## config.mk

```make
export PLATFORM = sky130hd
export DESIGN_NAME = conv_event_dispatcher_flat
export DESIGN_NICKNAME = d
export VERILOG_FILES = /design/src/rtl/conv_event_dispatcher_if.sv /design/src/rtl/conv_event_dispatcher.sv /design/src/flat_wrapper.sv
export SDC_FILE = /design/constraint.sdc
export NUM_CORES = 1
export LEC_CHECK = 0
export CELL_PAD_IN_SITES_DETAIL_PLACEMENT = 2
export CELL_PAD_IN_SITES_GLOBAL_PLACEMENT = 2
export CORE_MARGIN = 3
export CORE_UTILIZATION = 22
export CTS_BUF_LIST = sky130_fd_sc_hd__clkbuf_4 sky130_fd_sc_hd__clkbuf_8
export CTS_CLUSTER_SIZE = 28
export DETAILED_ROUTE_END_ITERATION = 7
export PLACE_DENSITY = 0.76
export SLEW_MARGIN = 20
export SYNTH_ARGS = -nofsm -noshare
export SYNTH_HDL_FRONTEND = slang
export SYNTH_SLANG_ARGS = --single-unit
```

## constraint.sdc

```tcl
create_clock -name clk -period 1.31 [get_ports clk]
set_input_delay 0.262 -clock clk [delete_from_list [all_inputs] [get_ports clk]]
set_output_delay 0.262 -clock clk [all_outputs]
set_load 0.02 [all_outputs]
```

## src/rtl/conv_event_dispatcher_if.sv

```systemverilog
`default_nettype none
// ============================================================================
// Module      : conv_event_dispatcher_if
// Description : Bundles the FIFO pop, spike-request and timestep handshakes of
//               conv_event_dispatcher. Stats ports exist only when
//               CONV_DISPATCH_STATS_EN is defined.
// Revision    : 1.0 - initial release
// ============================================================================
interface conv_event_dispatcher_if #(
   parameter int BITS_PER_COORDINATE = 8,
   parameter int IN_CHANNELS         = 4
);
   localparam int DATA_W = 2*BITS_PER_COORDINATE + IN_CHANNELS + 1;
   localparam int CH_W   = (IN_CHANNELS > 1) ? $clog2(IN_CHANNELS) : 1;

   logic                           enable;
   logic                           fifo_empty;
   logic                           fifo_read_en;
   logic [DATA_W-1:0]              fifo_read_data;
   logic                           evt_valid;
   logic                           evt_ready;
   logic [BITS_PER_COORDINATE-1:0] evt_x;
   logic [BITS_PER_COORDINATE-1:0] evt_y;
   logic [CH_W-1:0]                evt_channel;
   logic                           ts_valid;
   logic                           ts_ready;
   logic                           busy;
`ifdef CONV_DISPATCH_STATS_EN
   logic [15:0]                    stat_spikes;
   logic [15:0]                    stat_dropped;
   logic [15:0]                    stat_ts;
`endif

   // Dispatcher side
   modport master (
`ifdef CONV_DISPATCH_STATS_EN
      output stat_spikes, output stat_dropped, output stat_ts,
`endif
      input  enable, input fifo_empty, input fifo_read_data,
      input  evt_ready, input ts_ready,
      output fifo_read_en, output evt_valid, output evt_x, output evt_y,
      output evt_channel, output ts_valid, output busy
   );

   // FIFO / compute-core side
   modport slave (
`ifdef CONV_DISPATCH_STATS_EN
      input  stat_spikes, input stat_dropped, input stat_ts,
`endif
      output enable, output fifo_empty, output fifo_read_data,
      output evt_ready, output ts_ready,
      input  fifo_read_en, input evt_valid, input evt_x, input evt_y,
      input  evt_channel, input ts_valid, input busy
   );
endinterface
`default_nettype wire

```

## src/rtl/conv_event_dispatcher.sv

```systemverilog
`default_nettype none
// ============================================================================
// Module      : conv_event_dispatcher
// Description : Pops packed CONV2D events, bounds-checks them and serialises the
//               spike vector into per-channel requests; forwards timestep
//               markers. Optional counters under CONV_DISPATCH_STATS_EN.
// Revision    : 1.0 - initial release
// ============================================================================
module conv_event_dispatcher #(
   parameter int BITS_PER_COORDINATE = 8,
   parameter int IN_CHANNELS         = 4,
   parameter int IMG_WIDTH           = 32,
   parameter int IMG_HEIGHT          = 32
) (
   input wire logic               clk,
   input wire logic               rst,
   conv_event_dispatcher_if.master bus
);
   localparam int DATA_W = 2*BITS_PER_COORDINATE + IN_CHANNELS + 1;
   localparam int CH_W   = (IN_CHANNELS > 1) ? $clog2(IN_CHANNELS) : 1;

   typedef enum logic [2:0] {
      S_IDLE     = 3'd0,
      S_POP      = 3'd1,
      S_LATCH    = 3'd2,
      S_DISPATCH = 3'd3,
      S_TIMESTEP = 3'd4
   } state_t;

   state_t                         r_state;
   state_t                         w_next;
   logic [DATA_W-1:0]              r_word;
   logic [IN_CHANNELS-1:0]         r_mask;
   logic                           r_hold;

   logic                           w_ts;
   logic [BITS_PER_COORDINATE-1:0] w_x;
   logic [BITS_PER_COORDINATE-1:0] w_y;
   logic [IN_CHANNELS-1:0]         w_spikes;
   logic                           w_oob;
   logic [IN_CHANNELS-1:0]         w_lowbit;
   logic [IN_CHANNELS-1:0]         w_mask_rest;
   logic [CH_W-1:0]                w_ch;
   logic                           w_found;
   logic                           w_rd_en;
   logic                           w_evt_valid;
   logic                           w_ts_valid;

   assign w_ts     = r_word[DATA_W-1];
   assign w_x      = r_word[DATA_W-2 -: BITS_PER_COORDINATE];
   assign w_y      = r_word[IN_CHANNELS +: BITS_PER_COORDINATE];
   assign w_spikes = r_word[IN_CHANNELS-1:0];
   assign w_oob    = (int'(w_x) >= IMG_WIDTH) || (int'(w_y) >= IMG_HEIGHT);

   // Two's-complement trick isolates the lowest pending channel
   assign w_lowbit    = r_mask & (~r_mask + 1'b1);
   assign w_mask_rest = r_mask & ~w_lowbit;

   always_comb begin
      w_ch    = '0;
      w_found = 1'b0;
      for (int i = 0; i < IN_CHANNELS; i++) begin
         if (r_mask[i] && !w_found) begin
            w_ch    = CH_W'(i);
            w_found = 1'b1;
         end
      end
   end

   always_ff @(posedge clk) begin
      if (rst) begin
         r_state <= S_IDLE;
      end else begin
         r_state <= w_next;
      end
   end

   always_comb begin
      w_next      = r_state;
      w_rd_en     = 1'b0;
      w_evt_valid = 1'b0;
      w_ts_valid  = 1'b0;
      case (r_state)
         S_IDLE: begin
            if (bus.enable && !bus.fifo_empty && !r_hold) begin
               w_rd_en = 1'b1;
               w_next  = S_POP;
            end
         end
         S_POP: begin
            w_next = S_LATCH;
         end
         S_LATCH: begin
            if (w_ts) begin
               w_next = S_TIMESTEP;
            end else if (w_oob || (w_spikes == '0)) begin
               w_next = S_IDLE;
            end else begin
               w_next = S_DISPATCH;
            end
         end
         S_DISPATCH: begin
            w_evt_valid = 1'b1;
            if (bus.evt_ready && (w_mask_rest == '0)) begin
               w_next = S_IDLE;
            end
         end
         S_TIMESTEP: begin
            w_ts_valid = 1'b1;
            if (bus.ts_ready) begin
               w_next = S_IDLE;
            end
         end
         default: begin
            w_next = S_IDLE;
         end
      endcase
   end

   // r_hold blocks the first pop after reset release
   always_ff @(posedge clk) begin
      if (rst) begin
         r_word <= '0;
         r_mask <= '0;
         r_hold <= 1'b1;
      end else begin
         r_hold <= 1'b0;
         if (r_state == S_POP) begin
            r_word <= bus.fifo_read_data;
         end
         if ((r_state == S_LATCH) && (w_next == S_DISPATCH)) begin
            r_mask <= w_spikes;
         end else if ((r_state == S_DISPATCH) && bus.evt_ready) begin
            r_mask <= w_mask_rest;
         end
      end
   end

   assign bus.fifo_read_en = w_rd_en & ~rst;
   assign bus.evt_valid    = w_evt_valid & ~rst;
   assign bus.ts_valid     = w_ts_valid & ~rst;
   assign bus.busy         = (r_state != S_IDLE) & ~rst;
   assign bus.evt_x        = w_x;
   assign bus.evt_y        = w_y;
   assign bus.evt_channel  = w_ch;

`ifdef CONV_DISPATCH_STATS_EN
   logic [15:0] r_stat_spikes;
   logic [15:0] r_stat_dropped;
   logic [15:0] r_stat_ts;

   always_ff @(posedge clk) begin
      if (rst) begin
         r_stat_spikes  <= '0;
         r_stat_dropped <= '0;
         r_stat_ts      <= '0;
      end else begin
         if ((r_state == S_DISPATCH) && bus.evt_ready && (r_stat_spikes != 16'hFFFF)) begin
            r_stat_spikes <= r_stat_spikes + 16'd1;
         end
         if ((r_state == S_LATCH) && !w_ts && w_oob && (r_stat_dropped != 16'hFFFF)) begin
            r_stat_dropped <= r_stat_dropped + 16'd1;
         end
         if ((r_state == S_TIMESTEP) && bus.ts_ready && (r_stat_ts != 16'hFFFF)) begin
            r_stat_ts <= r_stat_ts + 16'd1;
         end
      end
   end

   assign bus.stat_spikes  = r_stat_spikes;
   assign bus.stat_dropped = r_stat_dropped;
   assign bus.stat_ts      = r_stat_ts;
`endif

endmodule
`default_nettype wire
```

## src/flat_wrapper.sv

```systemverilog
// flat-port wrapper written by rule: the top's interface ports become plain ports
module conv_event_dispatcher_flat 
#(
   parameter int BITS_PER_COORDINATE = 8,
   parameter int IN_CHANNELS         = 4,
   parameter int IMG_WIDTH           = 32,
   parameter int IMG_HEIGHT          = 32
)
  (clk, rst, bus_enable, bus_fifo_empty, bus_fifo_read_data, bus_evt_ready, bus_ts_ready, bus_fifo_read_en, bus_evt_valid, bus_evt_x, bus_evt_y, bus_evt_channel, bus_ts_valid, bus_busy);
  conv_event_dispatcher_if #(.BITS_PER_COORDINATE(BITS_PER_COORDINATE), .IN_CHANNELS(IN_CHANNELS)) bus_i ();
  input wire logic clk;
  input wire logic rst;
  input wire logic [$bits(bus_i.enable)-1:0] bus_enable;
  input wire logic [$bits(bus_i.fifo_empty)-1:0] bus_fifo_empty;
  input wire logic [$bits(bus_i.fifo_read_data)-1:0] bus_fifo_read_data;
  input wire logic [$bits(bus_i.evt_ready)-1:0] bus_evt_ready;
  input wire logic [$bits(bus_i.ts_ready)-1:0] bus_ts_ready;
  output wire logic [$bits(bus_i.fifo_read_en)-1:0] bus_fifo_read_en;
  output wire logic [$bits(bus_i.evt_valid)-1:0] bus_evt_valid;
  output wire logic [$bits(bus_i.evt_x)-1:0] bus_evt_x;
  output wire logic [$bits(bus_i.evt_y)-1:0] bus_evt_y;
  output wire logic [$bits(bus_i.evt_channel)-1:0] bus_evt_channel;
  output wire logic [$bits(bus_i.ts_valid)-1:0] bus_ts_valid;
  output wire logic [$bits(bus_i.busy)-1:0] bus_busy;
  assign bus_i.enable = bus_enable;
  assign bus_i.fifo_empty = bus_fifo_empty;
  assign bus_i.fifo_read_data = bus_fifo_read_data;
  assign bus_i.evt_ready = bus_evt_ready;
  assign bus_i.ts_ready = bus_ts_ready;
  assign bus_fifo_read_en = bus_i.fifo_read_en;
  assign bus_evt_valid = bus_i.evt_valid;
  assign bus_evt_x = bus_i.evt_x;
  assign bus_evt_y = bus_i.evt_y;
  assign bus_evt_channel = bus_i.evt_channel;
  assign bus_ts_valid = bus_i.ts_valid;
  assign bus_busy = bus_i.busy;
  conv_event_dispatcher #(.BITS_PER_COORDINATE(BITS_PER_COORDINATE), .IN_CHANNELS(IN_CHANNELS), .IMG_WIDTH(IMG_WIDTH), .IMG_HEIGHT(IMG_HEIGHT)) u_core (.clk(clk), .rst(rst), .bus(bus_i));
endmodule
```

==> impl_metrics.csv, run 1 <==
group,metric,value,unit
setup_path,path_max_fanout,3,
grt,antenna_found_initial,0,
layout,regArea,596,sq um
pwr,power.net_switching,444,uW
yosys,synth-compound-area-share,0.148,
timing,worst-slew-pin-transition,0.320,ns
timing,period_share,1.11,
detailed_routing,wl_met1,1900,um
yosys,synthArstFlopShare,0,
yosys,synth_top_area_frac,0.442,
setup_path,crit_arrival,1.19,ns
detailed_routing,top_layer,"met4",
cts,clk_latency,0.28,ns
yosys,seq_area_frac_synth,0.442,
yosys,synth_fa_ha_area_frac,0,
cts,postCtsHoldBufs,0,
detailed_routing,drc,0,
place,hpwl,3110,um
yosys,yosysMostFrequentCell,"nand2_1",
timing,setup_viol,31,
setup_path,crit_family,"flip-flops",
pwr,swShare,0.231,
grt,globalRoute.totalOverflow,0,
setup_path,crit_required,1.05,ns
setup_path,endpoint_kind,"output port",
yosys,netlist-cell-type-count,27,
die,fp.dieW,83.2,um
detailed_routing,ant_nets,0,
die,start_util,0.233,
timing,tns,-1.56,ns
layout,multiInputGateArea,661,sq um
detailed_routing,met2_length,2390,um
pwr,clockPowerShare,0.395,
pwr,leakage,0.000927,uW
min_path,hp-class,"reg2reg",
timing,clock.fmax,0.689,GHz
setup_path,critical_path_class,"reg2out",
setup_path,critPathSlowestCell,"dfxtp_4",
layout,antennaDiodeCount,0,
pwr,p_total,1920,uW
yosys,yosys.area_share.simple,0.258,
pwr,peakVddDrop,0.354,mV
layout,nets,253,
setup_path,path_cells,"buf_6, nor4b_2, buf_2",
flow_run,max_cap_violations,0,
yosys,synthesis.nets,191,
timing,worst_slew_margin_rel,0.786,
cts,ctsLongestPathBuffers,2,
yosys,synthTopCellsByCount,"43 x nand2_1, 29 x dfxtp_1, 26 x a21oi_1, 16 x buf_4, 11 x nor2_1",
cts,path_clk_slew,0.06,ns
timing,post-route-min-period,1.45,ns
layout,area_growth,66.9,%
detailed_routing,wl_per_cell,15.3,um
timing,rsz0062_at_grt,"true",
yosys,synthMuxAreaShare,0.0229,
setup_path,max_stage_delay,0.36,ns
detailed_routing,viasPerCell,4.44,
grt,grt_pass1_vias,1497,
yosys,synth_top_cell_by_area,"dfxtp_1",
grt,grt_pass1_wl,7510,um
yosys,syn_avg_cell_area,8.00,sq um
yosys,netlist_area,1310,sq um
grt,grt_max_degree,17,
place,portBuffers,48,
die,die-area,6930,sq um
layout,fillers,647,
yosys,synth_top_family_by_area,"simple AND/OR/NAND/NOR gates",
yosys,synth_area_leaders,"dfxtp_1 44%, nand2_1 12%, a21oi_1 9.9%",
setup_path,cp.buffers_inverters,2,
timing,finClkSkew,0.00206,ns
cts,htree_levels,2,
cts,clock_sinks,29,
die,rows,27,
cts,cts_tree,"done",
die,io_pins,49,
yosys,synth_edf_count,0,
yosys,ys_ff_latch,29,
run_status,status,"finished, violations left",
cts,cts_root_buf,"clkbuf_8",
timing,setup_ws,-0.142,ns
setup_path,start_kind,"register",
detailed_routing,dr.pass1.iters,2,
die,die_h,83.2,um
grt,grt_usage,0.138,
run_status,violations,"negative setup slack",
yosys,synth_flop_cell,"dfxtp_1",
timing,hold_viol,0,
yosys,yosys_warnings,0,
pwr,internal_power,1480,uW
yosys,synthXorXnorAreaFrac,0,
pwr,p_per_area,878,nW/um^2
place,gp_congestion,0.774,
die,coreArea,5640,sq um
pwr,sequentialPowerShare,0.472,
detailed_routing,routed_wl,4570,um
detailed_routing,wl_met3,185,um
layout,drive_above_1_share,0.323,
detailed_routing,drt_first_iter_violations,18,
yosys,synth_cells,164,
timing,report.final.slew_viol_count,0,
cts,numCtsBuffers,5,
detailed_routing,vias,1324,
pwr,combinationalPowerShare,0.133,
cell usage in the layout (no fill, tap or decap), types with 2 or more instances in the layout:
| cell | instances |
|---|---|
| a211oi_1 | 2 |
| a21oi_1 | 23 |
| a21oi_2 | 3 |
| buf_2 | 2 |
| buf_4 | 22 |
| buf_6 | 11 |
| clkbuf_2 | 3 |
| clkbuf_8 | 6 |
| clkdlybuf4s50_1 | 25 |
| dfxtp_1 | 23 |
| dfxtp_2 | 3 |
| dfxtp_4 | 3 |
| dlygate4sd2_1 | 14 |
| inv_1 | 2 |
| mux2i_1 | 3 |
| nand2_1 | 42 |
| nor2_1 | 8 |
| nor2_2 | 3 |
| nor3_4 | 2 |
kinds of logic (layout without fill, tap and decap cells):
kind of cell    after synthesis  count (layout)
flops                        29              29
buf+inv                      27              89
mux                           3               3
compound gates               34              34
simple gates                 71              71
what timing repair did:
action	in CTS	in global routing
pin swaps	11	7
setup buffers	7	3
endpoints found under the setup margin	49	34
endpoints found under the hold margin	0	0
gates resized for setup	81	16
cloned	0	1
tightest hold or removal path, delay by kind of cell (launching register included):
kind / cells / cell delay (ns)
AOI/OAI and AO/OA: 1 / 0.05
and+or+nand+nor: 1 / 0.05
DFF: 1 / 0.30
path summary, 6_finish.rpt:
path                           from                end  slack (ns)  cells past startpoint
setup / recovery  u_core.r_state[1]       bus_ts_valid       -0.14                      3
hold / removal     u_core.r_word[4]   u_core.r_word[4]        0.45                      2
setup reg to reg   u_core.r_word[1]  u_core.r_state[0]       -0.12                      4
hold reg to reg    u_core.r_word[4]   u_core.r_word[4]        0.45                      2
through the flow:
stage | setup WS [ns] | area, sq um | cells | util | hold slack [ns]
final | -0.142 | 2190 | 298 | 0.388 | 0.452
after global routing | -0.201 | 2190 | 298 | 0.388 | 0.481
after CTS | -0.162 | 2120 | 295 | 0.376 | 0.456
after detailed placement | -0.641 | 1900 | 281 | 0.336 | 0.454
after global placement | -0.561 | 1900 | 281 | 0.336 | 0.442
after floorplan | -0.0130 | 1320 | 164 | - | 0.290
per-layer routing:
metal | vias up | GRT usage
met5 | - | 0
met4 | 0 | 0.0609
met3 | 7 | 0.0337
met2 | 33 | 0.252
met1 | 633 | 0.148
li1 | 651 | -
sequential cells by signal, summed over array words and instances (netlist names):
signal	flops
u_core.r_state	3
u_core.r_mask	4
u_core.r_word	21
u_core.r_hold	1
power by group through the flow:
stage / Combinational, uW / Sequential (uW) / Clock, uW
final: 256 / 909 / 759
after global routing: 278 / 911 / 828
after CTS: 245 / 913 / 783
after detailed placement: 225 / 931 / 0
after global placement: 218 / 930 / 0
after floorplan: 92.7 / 930 / 0
layout make-up:
class | instances | share of cell area
Clock buffer | 7 | 0.0411
Tap cell | 72 | 0.0411
Multi-Input combinational cell | 108 | 0.302
Timing Repair Buffer | 80 | 0.341
Sequential cell | 29 | 0.272
Inverter | 2 | 0.00343
No activity file was read; power rests on OpenSTA's default activity.
==> run 2: changes to the inputs <==
- SLEW_MARGIN: 20 -> unset
==> results of run 2 <==
The final DEF is identical to that of run 1; final timing and power are the same.
==> run 3: changes to the inputs <==
--- a/config.mk
+++ b/config.mk
@@ -13,5 +13,5 @@
 export CTS_CLUSTER_SIZE = 28
 export DETAILED_ROUTE_END_ITERATION = 7
-export PLACE_DENSITY = 0.76
+export PLACE_DENSITY = 0.85
 export SYNTH_ARGS = -nofsm -noshare
 export SYNTH_HDL_FRONTEND = slang
==> constraint.sdc (replaced) <==
create_clock -name clk -period 1.31 [get_ports clk]
set_input_delay 0.393 -clock clk [delete_from_list [all_inputs] [get_ports clk]]
set_output_delay 0.393 -clock clk [all_outputs]
set_load 0.02 [all_outputs]
==> impl_metrics.csv, run 3 (synthesis gave the netlist of run 1 again) <==
group,metric,value,unit
pwr,internal_power,1530,uW
cts,ctsLongestPathBuffers,2,
setup_path,endpoint_kind,"output port",
pwr,p_per_area,852,nW/um^2
detailed_routing,drc,0,
timing,hold_viol,0,
cts,numCtsBuffers,5,
place,hpwl,3110,um
min_path,worstHoldPathCells,2,
detailed_routing,viasPerCell,4.43,
setup_path,reg2reg_from,"u_core.r_state[1]",
layout,reg_top3,"u_core.r_word x21, u_core.r_mask x4, u_core.r_state x3",
layout,final_cell_mix,"28 x buf_4, 22 x nand2_1, 22 x clkdlybuf4s50_1, 20 x a21oi_2, 18 x nand2_4",
setup_path,crit_required,0.92,ns
setup_path,path_max_fanout,10,
detailed_routing,routed_wl,4720,um
pwr,combinationalPowerShare,0.138,
layout,area_growth,79.4,%
pwr,power.net_switching,481,uW
setup_path,start_kind,"input pin",
die,start_util,0.233,
die,fp.dieW,83.2,um
layout,largest_reg_flops,21,
layout,final_common_cell,"buf_4",
die,io_pins,49,
timing,finClkSkew,0.00764,ns
min_path,hp-start,"u_core.r_word[15]",
run_status,status,"finished, violations left",
pwr,sequentialPowerShare,0.457,
grt,grt_max_degree,19,
grt,antenna_found_initial,0,
grt,grt_pass1_vias,1463,
timing,setup_viol,33,
min_path,hp-class,"reg2reg",
pwr,peakVddDrop,0.467,mV
timing,post-route-min-period,1.61,ns
detailed_routing,wl_per_cell,15.7,um
grt,grt_usage,0.126,
pwr,leakage,0.000944,uW
layout,final_util,0.417,
grt,busiest_layer,"met2",
layout,antennaDiodeCount,0,
layout,nets,254,
timing,setup_ws,-0.300,ns
grt,met3_usage,0.0456,
setup_path,critical_path_class,"in2out",
place,portBuffers,48,
cts,clk_latency,0.28,ns
die,rows,27,
detailed_routing,drt_first_iter_violations,23,
die,die_h,83.2,um
cts,path_clk_slew,0.06,ns
timing,report.final.slew_viol_count,0,
timing,period_share,1.23,
die,die-area,6930,sq um
detailed_routing,ant_nets,0,
timing,rsz0062_at_grt,"true",
layout,multiInputGateArea,861,sq um
setup_path,crit_arrival,1.22,ns
layout,stdcell_area,2350,sq um
cts,htree_levels,2,
cts,postCtsHoldBufs,0,
layout,drive_above_1_share,0.592,
grt,globalRoute.totalOverflow,0,
place,gp_congestion,0.732,
die,coreArea,5640,sq um
cts,clock_sinks,29,
grt,grt_pass1_wl,7090,um
setup_path,critPathLaunch,"rst",
layout,fillers,622,
timing,worst-slew-pin-transition,0.311,ns
place,placed_area,1940,sq um
detailed_routing,vias,1330,
grt,grt_util_met2,0.235,
layout,regArea,602,sq um
layout,largest-register,"u_core.r_word",
place,dp_slack,-0.962,ns
run_status,violations,"negative setup slack",
cts,cts_tree,"done",
detailed_routing,dr.pass1.iters,3,
pwr,swShare,0.240,
cts,cts_root_buf,"clkbuf_8",
flow_run,max_cap_violations,0,
timing,clock.fmax,0.621,GHz
timing,worst_slew_margin_rel,0.791,
grt,grtUsageMet1,0.134,
pwr,clockPowerShare,0.405,
setup_path,worstRegToRegCells,6,
## run 3: cell types whose count changed in the layout (fill, tap and decap cells not counted), sizes merged
cell / change
buf: +17
clkinv: +1
dlymetal6s2s: +1
clkdlybuf4s50: -3
dlygate4sd2: -11
clkbuf: -3
## run 3: cell type report
| class | instances | area share |
|---|---|---|
| clock inverter | 1 | 0.00213 |
| sequential | 29 | 0.256 |
| inverter | 2 | 0.00319 |
| clock buffer | 7 | 0.0409 |
| multi-input combinational | 108 | 0.366 |
| tap | 72 | 0.0383 |
| timing repair buffer | 81 | 0.294 |
## run 3: power groups by stage
stage	Clock, uW	Combinational (uW)	Sequential, uW
detailed placement	0	229	932
finish	812	277	918
global placement	0	224	930
CTS	825	241	915
floorplan	0	99.6	930
global route	892	298	919
## run 3: metrics by stage
step	setup TNS (ns)	hold WS, ns	std cells	power [uW]
detailed placement	-10.88	0.453	283	1160
floorplan	-0.0500	0.421	164	1030
global route	-7.29	0.487	300	2110
CTS	-3.36	0.462	297	1980
global placement	-9.27	0.444	283	1150
finish	-4.90	0.466	300	2010
## run 3: final timing paths
check                      endpoint  slack (ns)
setup / recovery   bus_fifo_read_en       -0.30
setup reg to reg   u_core.r_mask[0]       -0.18
hold reg to reg   u_core.r_word[15]        0.47
hold / removal    u_core.r_word[15]        0.47
## run 3: layer usage
layer | vias to the layer above | share of wire | routed length, um
li1 | 653 | - | -
met1 | 641 | 0.39 | 1830
met2 | 31 | 0.55 | 2600
met3 | 5 | 0.050 | 236
met4 | 0 | 0.0089 | 42
met5 | - | 0 | 0
## run 3: repair_timing
| action | in CTS | in global routing |
|---|---|---|
| setup buffers | 6 | 3 |
| gates cloned | 0 | 0 |
| setup endpoints to repair | 50 | 40 |
| pin swaps | 6 | 42 |
| gates resized for setup | 118 | 77 |
## run 3: worst max-delay path, cell delays in order
cell,delay [ns]
dlygate4sd2_1,0.37
buf_4,0.28
nor2_4,0.05
buf_6,0.12
